**src/rtl/frag_pkg.sv**
```systemverilog
// frag_pkg: shared widths, FSM state encoding and colour triple for the fragment shading stage
package frag_pkg;
    localparam int FRAG_NW = 18;
    localparam int FRAG_AW = 19;
    localparam int FRAG_CW = 4;
    typedef enum logic [2:0] {
        ST_IDLE,
        ST_DIV_R,
        ST_DIV_G,
        ST_DIV_B,
        ST_OUT
    } frag_state_t;
    typedef struct packed {
        logic [FRAG_CW-1:0] r;
        logic [FRAG_CW-1:0] g;
        logic [FRAG_CW-1:0] b;
    } frag_rgb_t;
endpackage

```
**src/rtl/divider_16x.sv**
```systemverilog
// divider_16x: combinational o_quo = min(2^CW-1, floor(2^CW * i_num / i_den))
// Ports: i_num numerator, i_den denominator, o_quo saturated quotient.
// A zero denominator yields all-ones; the caller handles degenerate triangles.
module divider_16x
    import frag_pkg::*;
#(
    parameter int NW = FRAG_NW,
    parameter int AW = FRAG_AW,
    parameter int CW = FRAG_CW
) (
    input  logic [NW-1:0] i_num,
    input  logic [AW-1:0] i_den,
    output logic [CW-1:0] o_quo
);
    logic [AW:0]   w_rem;
    logic [CW-1:0] w_q;
    // Once i_num < i_den the quotient fits in CW bits, so CW restoring
    // steps suffice; everything else saturates.
    always_comb begin
        w_rem = {{(AW + 1 - NW){1'b0}}, i_num};
        w_q   = '0;
        for (int i = CW - 1; i >= 0; i--) begin
            w_rem = w_rem << 1;
            if (w_rem >= {1'b0, i_den}) begin
                w_q[i] = 1'b1;
                w_rem  = w_rem - {1'b0, i_den};
            end
        end
        o_quo = ({{(AW - NW){1'b0}}, i_num} >= i_den) ? '1 : w_q;
    end
endmodule

```
**src/rtl/frag_shade_seq.sv**
```systemverilog
// frag_shade_seq: shades one fragment through a single shared divider, one channel per cycle
// Ports: clk/rst_n (async active-low); i_in_valid/o_in_ready input handshake with
// i_visible, i_ua/i_va/i_wa numerators and i_a area; o_out_valid/i_out_ready
// output handshake carrying o_r/o_g/o_b.
module frag_shade_seq
    import frag_pkg::*;
#(
    parameter int AW = FRAG_AW,
    parameter int NW = FRAG_NW
) (
    input  logic               clk,
    input  logic               rst_n,
    input  logic               i_in_valid,
    output logic               o_in_ready,
    input  logic               i_visible,
    input  logic [NW-1:0]      i_ua,
    input  logic [NW-1:0]      i_va,
    input  logic [NW-1:0]      i_wa,
    input  logic [AW-1:0]      i_a,
    output logic               o_out_valid,
    input  logic               i_out_ready,
    output logic [FRAG_CW-1:0] o_r,
    output logic [FRAG_CW-1:0] o_g,
    output logic [FRAG_CW-1:0] o_b
);
    frag_state_t        r_state;
    logic [NW-1:0]      r_ua;
    logic [NW-1:0]      r_va;
    logic [NW-1:0]      r_wa;
    logic [AW-1:0]      r_a;
    logic               r_vis;
    frag_rgb_t          r_rgb;
    logic               r_out_valid;
    logic [NW-1:0]      w_num;
    logic [FRAG_CW-1:0] w_quo;
    logic [FRAG_CW-1:0] w_chan;
    logic               w_accept;
    logic               w_go;

    assign o_in_ready  = (r_state == ST_IDLE) || (r_state == ST_OUT && i_out_ready);
    assign w_accept    = i_in_valid && o_in_ready;
    assign w_go        = i_visible && (i_a != '0);
    assign w_num       = (r_state == ST_DIV_R) ? r_ua : (r_state == ST_DIV_G) ? r_va : r_wa;
    // Invisible fragments never reach the divide states; the gate keeps a
    // stray entry from producing colour for one.
    assign w_chan      = r_vis ? w_quo : '0;
    assign o_out_valid = r_out_valid;
    assign o_r         = r_rgb.r;
    assign o_g         = r_rgb.g;
    assign o_b         = r_rgb.b;

    divider_16x #(.NW(NW), .AW(AW), .CW(FRAG_CW)) u_div (
        .i_num (w_num),
        .i_den (r_a),
        .o_quo (w_quo)
    );

    always_ff @(posedge clk or negedge rst_n) begin
        if (!rst_n) begin
            r_state     <= ST_IDLE;
            r_ua        <= '0;
            r_va        <= '0;
            r_wa        <= '0;
            r_a         <= '0;
            r_vis       <= 1'b0;
            r_rgb       <= '0;
            r_out_valid <= 1'b0;
        end else begin
            case (r_state)
                ST_IDLE, ST_OUT: begin
                    if (w_accept) begin
                        r_ua  <= i_ua;
                        r_va  <= i_va;
                        r_wa  <= i_wa;
                        r_a   <= i_a;
                        r_vis <= i_visible;
                        if (w_go) begin
                            r_state     <= ST_DIV_R;
                            r_out_valid <= 1'b0;
                        end else begin
                            r_state     <= ST_OUT;
                            r_rgb       <= '0;
                            r_out_valid <= 1'b1;
                        end
                    end else if (r_state == ST_OUT && i_out_ready) begin
                        r_state     <= ST_IDLE;
                        r_out_valid <= 1'b0;
                    end
                end
                ST_DIV_R: begin
                    r_rgb.r <= w_chan;
                    r_state <= ST_DIV_G;
                end
                ST_DIV_G: begin
                    r_rgb.g <= w_chan;
                    r_state <= ST_DIV_B;
                end
                ST_DIV_B: begin
                    r_rgb.b     <= w_chan;
                    r_state     <= ST_OUT;
                    r_out_valid <= 1'b1;
                end
                default: begin
                    r_state     <= ST_IDLE;
                    r_out_valid <= 1'b0;
                end
            endcase
        end
    end
endmodule

```
**config.mk**
```make
export PLATFORM = sky130hd
export DESIGN_NAME = frag_shade_seq
export DESIGN_NICKNAME = d
export VERILOG_FILES = /design/src/rtl/frag_pkg.sv /design/src/rtl/divider_16x.sv /design/src/rtl/frag_shade_seq.sv
export SDC_FILE = /design/constraint.sdc
export NUM_CORES = 1
export LEC_CHECK = 0
export BUFFER_PORTS_ARGS = -buffer_cell sky130_fd_sc_hd__clkbuf_2
export CORE_MARGIN = 8
export CORE_UTILIZATION = 30
export CTS_CLUSTER_DIAMETER = 100
export DETAILED_ROUTE_END_ITERATION = 12
export PLACE_DENSITY = 0.58
export SYNTH_ARGS = -nofsm -noshare
export SYNTH_HDL_FRONTEND = slang
export SYNTH_SLANG_ARGS = --single-unit
```
**constraint.sdc**
```tcl
create_clock -name clk -period 11.53 [get_ports clk]
set_clock_uncertainty 0.1 [all_clocks]
set_input_delay 0 -clock clk [delete_from_list [all_inputs] [get_ports clk]]
set_output_delay 0 -clock clk [all_outputs]
set_load 0.03 [all_outputs]
```
After elaboration in Yosys (flattened, before gate mapping) --
Cells that the tools add are included.
Word-level totals: flip-flop bits (word level) 90, latch bits 0, RAM bits 0, ROM bits 0, input bits 78, output and inout bits 14, word-level logic and storage cells 66, memories 0
Operators by class: $add $sub $neg 3, multipliers 0, div/mod/pow operators 0, magnitude comparators 5, equality and inequality tests 7, shift-type cells 0, multiplexer cells 24, bitwise logic cells 1, reductions and logical operators 16
Operators with widths (count):
- $ge A20 B19 Y1 | 3
- $mux W19 | 3
- $sub A19 B19 Y19 | 3
- $mux W18 | 2
- $mux W12 | 2
- $pmux W4 S2 | 3
- $ge A18 B19 Y1 | 1
- $ge A19 B19 Y1 | 1
- $reduce_bool A19 Y1 | 1
- $pmux W3 S4 | 1
- $mux W3 | 3
- $reduce_and A3 Y1 | 3
- $mux W4 | 2
- $mux W1 | 7
- $eq A3 B2 Y1 const B | 2
- $reduce_bool A2 Y1 | 3
- $ne A2 B2 Y1 const B | 2
- $reduce_and A2 Y1 | 2
- $reduce_or A2 Y1 | 2
- $eq A3 B1 Y1 const B | 1
- $eq A3 B3 Y1 const B | 1
- $logic_and A1 B1 Y1 | 3
- $logic_not A3 Y1 | 1
- $ne A3 B3 Y1 const B | 1
- 3 further kinds | 3

Longest topological paths before layout --
depth in word-level cells 14, gate-level depth with buffers 52, mapped depth without buffers 46

Hierarchy --
A second synthesis with hierarchy kept.
Unflattened totals: cells, all modules 885, area total of the unflattened synthesis 8080.2 um^2
By module, submodules not included:
- divider_16x | times used 1, cells an instance 553, area each 4129.0 um^2, seq. area each 0.0 um^2
- frag_shade_seq | times used 1, cells an instance 332, area each 3951.3 um^2, seq. area each 2252.2 um^2

Worst setup path after synthesis --
Ideal clock, no wire load.
kind register to register, from register r_state[1], to register r_rgb, in the netlist o_r[0], library setup time 0.132 ns, arrival 10.098 ns, data required time 11.298 ns, slack 1.199 ns, cell stages (with the launch flop) 46, buffers on the path 7, period minus slack after synthesis 10.331 ns, cell sequence dfrtp_1 -> clkbuf_1 -> or3b_2 -> clkbuf_1 -> buf_1 -> nor2_1 -> a31oi_1 -> ha_1 -> and4_1 -> nand4_1 -> or4_4 -> a21o_1 -> nand2_1 -> mux2_2 -> ha_1 -> and4_1 -> nand4_1 -> a21oi_1 -> (+10 left out) -> nand3_1 -> a311oi_1 -> o21a_1 -> nor2_1 -> or3_1 -> buf_4 -> buf_6 -> mux2_1 -> ha_1 -> nor2b_1 -> o21ai_0 -> nand2_1 -> a211oi_1 -> nand2_1 -> or2_2 -> o311ai_0 -> o311a_1 -> o31ai_1
Between the ends: word-level cells in the longest chain between the ends 14, elaborated cells between the ends (all ways) 29, classes of those cells add/sub (3); order compare (5); eq/ne (5); mux (9); reduce/logical (7)
Ends and longest elaborated chain:
- from (decl) | RTL line frag_shade_seq.sv:26 | frag_state_t r_state;
- from (signal assigned) | RTL line frag_shade_seq.sv:60 | r_state <= ST_IDLE;
- from (signal assigned) | RTL line frag_shade_seq.sv:78 | r_state <= ST_DIV_R;
- from (signal assigned) | RTL line frag_shade_seq.sv:81 | r_state <= ST_OUT;
- $eq A3 B2 Y1 | RTL line frag_shade_seq.sv:43 | assign w_num = (r_state == ST_DIV_R) ? r_ua : (r_state == ST_DIV_G) ? r_va : r_wa;
- $mux W18 (2 in series) | RTL line frag_shade_seq.sv:43
- $sub A19 B19 Y19 or $ge A19 B19 Y1 (tied branches) | RTL line divider_16x.sv:26, divider_16x.sv:24
- $mux W19 | RTL line divider_16x.sv:24 | if (w_rem >= {1'b0, i_den}) begin
- $sub A19 B19 Y19 or $ge A20 B19 Y1 (tied branches) | RTL line divider_16x.sv:26, divider_16x.sv:24
- $mux W19 | RTL line divider_16x.sv:24
- $sub A19 B19 Y19 or $ge A20 B19 Y1 (tied branches) | RTL line divider_16x.sv:26, divider_16x.sv:24
- $mux W19 | RTL line divider_16x.sv:24
- $ge A20 B19 Y1 | RTL line divider_16x.sv:24
- $mux W1 | RTL line divider_16x.sv:24
- $mux W4 | RTL line divider_16x.sv:29 | o_quo = ({{(AW - NW){1'b0}}, i_num} >= i_den) ? '1 : w_q;
- $mux W4 | RTL line frag_shade_seq.sv:46 | assign w_chan = r_vis ? w_quo : '0;
- $pmux W4 S2 | RTL line frag_shade_seq.sv:69 | case (r_state)
- to (decl) | RTL line frag_shade_seq.sv:32 | frag_rgb_t r_rgb;
Parallel ways exist; a longest one is shown, timed or not. A chain may end at the register's enable or synchronous reset.

Final worst setup path --
from register r_state[0], to register r_rgb, in the netlist o_r[0]
Same word-level chain as after synthesis.

==> metrics.md <==
| Metric | Value |
|---|---|
| Syn Area/Cell | `9.04 um2` |
| Worst reg2reg path startpoint | `r_state[0]` |
| Count of boundary I/O pins | `92` |
| Final setup vio count | `0` |
| Wire length per cell after detailed routing | `16.3 um` |
| Period minus WS final | `~11,000 ps` |
| Final total negative setup slack | `0 ps` |
| Post-synthesis cell type with the largest combined area | `dfrtp_1` |
| Pin count of the biggest net entering global routing | `76` |
| Post-synth design cell area | `0.00793 mm2` |
| H-tree depth reported by CTS | `3` |
| GRT met1 Usage | `0.186` |
| Total grt overflow | `0` |
| Register bit count reported by yosys | `90` |
| Met2 Resource Use GR | `0.244` |
| Final wirelength | `between 20,000 and 25,000 um` |
| Critical path buffer and inverter count | `4` |
| Gate Count Post-Synth | `between 800 and 900` |
| Nets in the synthesized netlist | `around 1,000` |
| Synthesis Warnings | `0` |
| Drt via density | `5.18` |
| Main flop type after synthesis | `dfrtp_1` |
| Master of the slowest instance on the critical path | `or4_4` |
| Most frequent cells in the layout | `nand2_1, ha_1, clkbuf_2, dfrtp_1, mux2_2` |
| Die ar. | `between 0.03 and 0.04 mm2` |
| Worst skew pair latency | `roughly 350 ps` |
| Maximum clock path buffer count | `2` |
| Startpoint Class | `flip-flop` |
| Drt initial violations | `338` |
| HPWL Detailed | `17,700 um` |
| Class of the most critical setup path | `reg2reg` |
| Length of the first detailed-routing pass in iterations | `4` |
| Kind of path behind the tightest hold check | `in2async` |
| Arrival time at the worst endpoint | `10,860 ps` |
| Worst hold margin | `~100 ps` |
| Number of global-route vias before repair | `a little over 7,000` |
| Endpoint of the worst register-to-register path | `o_r[0]` |
| CTS tree | `yes` |
| Sink count of the clock tree | `90` |
| CORE AREA | `approximately 0.026 mm2` |
| EDFF count, synth | `0` |
| Number of antenna violations at the first check in global routing | `0` |
| Number of non-filler instances in the completed layout | `approximately 1,400` |
| First-pass GRT wire length | `37,100 um` |
| Nets | `~1,200` |
| Sort of element at the end of the critical path | `flip-flop` |
| Width of the chip | `around 180 um` |
| Category of cells accounting for the largest share of critical-path delay | `simple AND/OR/NAND/NOR gates` |
| Data required time of the critical path | `roughly 12,000 ps` |
| Max-cap violation count | `0` |
| Vias post-DR | `7,180` |
| Register-to-Register Path Depth | `39` |
| Total placed cells including tap cells | `about 1,300` |
| Utilization after layout | `0.382` |
| Count of pins over their slew limit | `0` |
| Placer congestion estimate | `approximately 0.85` |
| Worst slew margin relative to its limit | `0.360` |
| Total of buffers placed on input and output ports | `91` |
| Run status | `complete, no violations` |
| Slew at the pin closest to its max-slew limit | `between 900 and 1000 ps` |
| Share of async-settable or async-resettable flops after synthesis | `1.00` |
| Clock root buffer master | `clkbuf_16` |
| Initial core utilization | `0.305` |
| Top-area cell type share of the netlist area | `0.284` |
| Antenna diode instance count | `0` |
| RSZ-0062 raised after global routing | `false` |
| Top cells by area, synth | `dfrtp_1, ha_1, mux2_2, nand2_1, a21oi_1` |
| Post-route ant nets | `0` |
| Seq/Total Area, Yosys | `0.284` |
| Y dimension of the die | `~180 um` |
| Most common cell after layout, fill and taps aside | `nand2_1` |
| Top Usage Layer GRT | `met2` |
| Maximum operating frequency | `~93 MHz` |
| Number of remaining DRC errors | `0` |
| Final hold violation count | `0` |
| FP Rows | `~60` |
| Cell repeated most along the worst path | `ha_1` |
| Share of layout cells above drive strength 1 | `0.232` |
| Overall global routing resource usage | `0.143` |
| Maximum single-stage delay on the critical path | `600 ps` |
| Number of buffers created by CTS | `9` |
| Highest net fanout along the worst path | `19` |
| Area growth, synth to finish | `25.1%` |
| Distinct cell type count of the synthesized netlist | `between 60 and 70` |
| Clock-pin slew of the registers on the worst-case setup and hold paths | `~70 ps` |
| Final clock period utilization by the worst path | `0.931` |
| Internal reg-to-reg setup slack | `~800 ps` |
| Met3 GRT Util | `0.0258` |
what timing repair did:
action	in CTS	in global routing
setup buffers	0	0
resized for setup	0	4
setup endpoints to repair	0	3
hold buffers	77	0
hold endpoints to repair	122	0
cell type report:
class / instances / area (um2)
multi-input cells: 724 / 5440
repair buffers: 189 / 1400
well taps: 335 / 419
inverters: 32 / 120
clock buffers: 9 / 225
fillers: 2609 / 16100
flip-flops and latches: 90 / 2250
clock inverters: 7 / 68.8
metrics by stage:
stage,instance area [um2],worst slack (ps)
3_5_place_dp,8840,290
6_report,9920,800
2_1_floorplan,7930,1200
4_1_cts,9900,243
5_1_grt,9920,46.9
3_3_place_gp,8840,465
worst max-delay path by stage:
stage | startpoint | end | slack, ps | cells past startpoint
CTS | r_state[1] | o_r[0] | 240 | 37
global route | r_state[1] | o_r[0] | 50 | 40
floorplan | r_state[1] | o_r[0] | 1200 | 45
finish | r_state[0] | o_r[0] | 800 | 39
detailed placement | r_state[1] | o_b[0] | 290 | 37
global placement | r_state[1] | o_b[0] | 460 | 37
cell families (layout without fill, tap and decap cells):
group                      after synthesis  count (layout)  share of synthesized area
AOI/OAI and AO/OA                      233             233                      0.195
xor gates and xnor gates                43              43                     0.0475
adders and majority gates               91              91                      0.145
buffers and inverters                   63             237                     0.0325
DFF                                     90              90                      0.284
muxes                                   96              96                      0.137
and+or+nand+nor                        261             261                      0.159
synthesized netlist by cell type, types with 8 or more instances:
| cell | n |
|---|---|
| clkbuf_1 | 24 |
| nor2_1 | 54 |
| nand2_1 | 93 |
| o21ai_0 | 45 |
| nand4_1 | 8 |
| nor2b_1 | 12 |
| nand2b_1 | 13 |
| nor3_1 | 9 |
| xor2_1 | 19 |
| xnor2_1 | 24 |
| a21o_1 | 23 |
| o21a_1 | 12 |
| a21oi_1 | 65 |
| ha_1 | 90 |
| and3_1 | 10 |
| or3_1 | 10 |
| a31oi_1 | 21 |
| inv_1 | 31 |
| mux2_2 | 89 |
| o211ai_1 | 9 |
| nor4_1 | 10 |
| dfrtp_1 | 90 |
| nand3_1 | 22 |
sequential cells by signal, indices dropped and copies added (netlist names), 3 cells and up:
name / count
o_r: 4
o_b: 4
r_wa: 18
r_va: 18
r_state: 3
o_g: 4
r_a: 19
r_ua: 18
worst register-to-register path, delay by kind of cell (launching register included):
family                     cells  cell delay (ps)
AOI/OAI and AO/OA             13             3500
muxes                          3              970
DFF                            1              450
adders and majority gates      4             1280
buffers and inverters          4              700
and+or+nand+nor               15             3630
per-layer routing:
layer / share of wire / routed length, um
met1: 0.48 / 10800
met2: 0.47 / 10700
met3: 0.042 / 942
met4: 0.0070 / 158
met5: 0 / 0
Power is left out: the tool's default activity adds up to more than one toggle a clock period on the data nets, which glitch-free logic cannot reach.
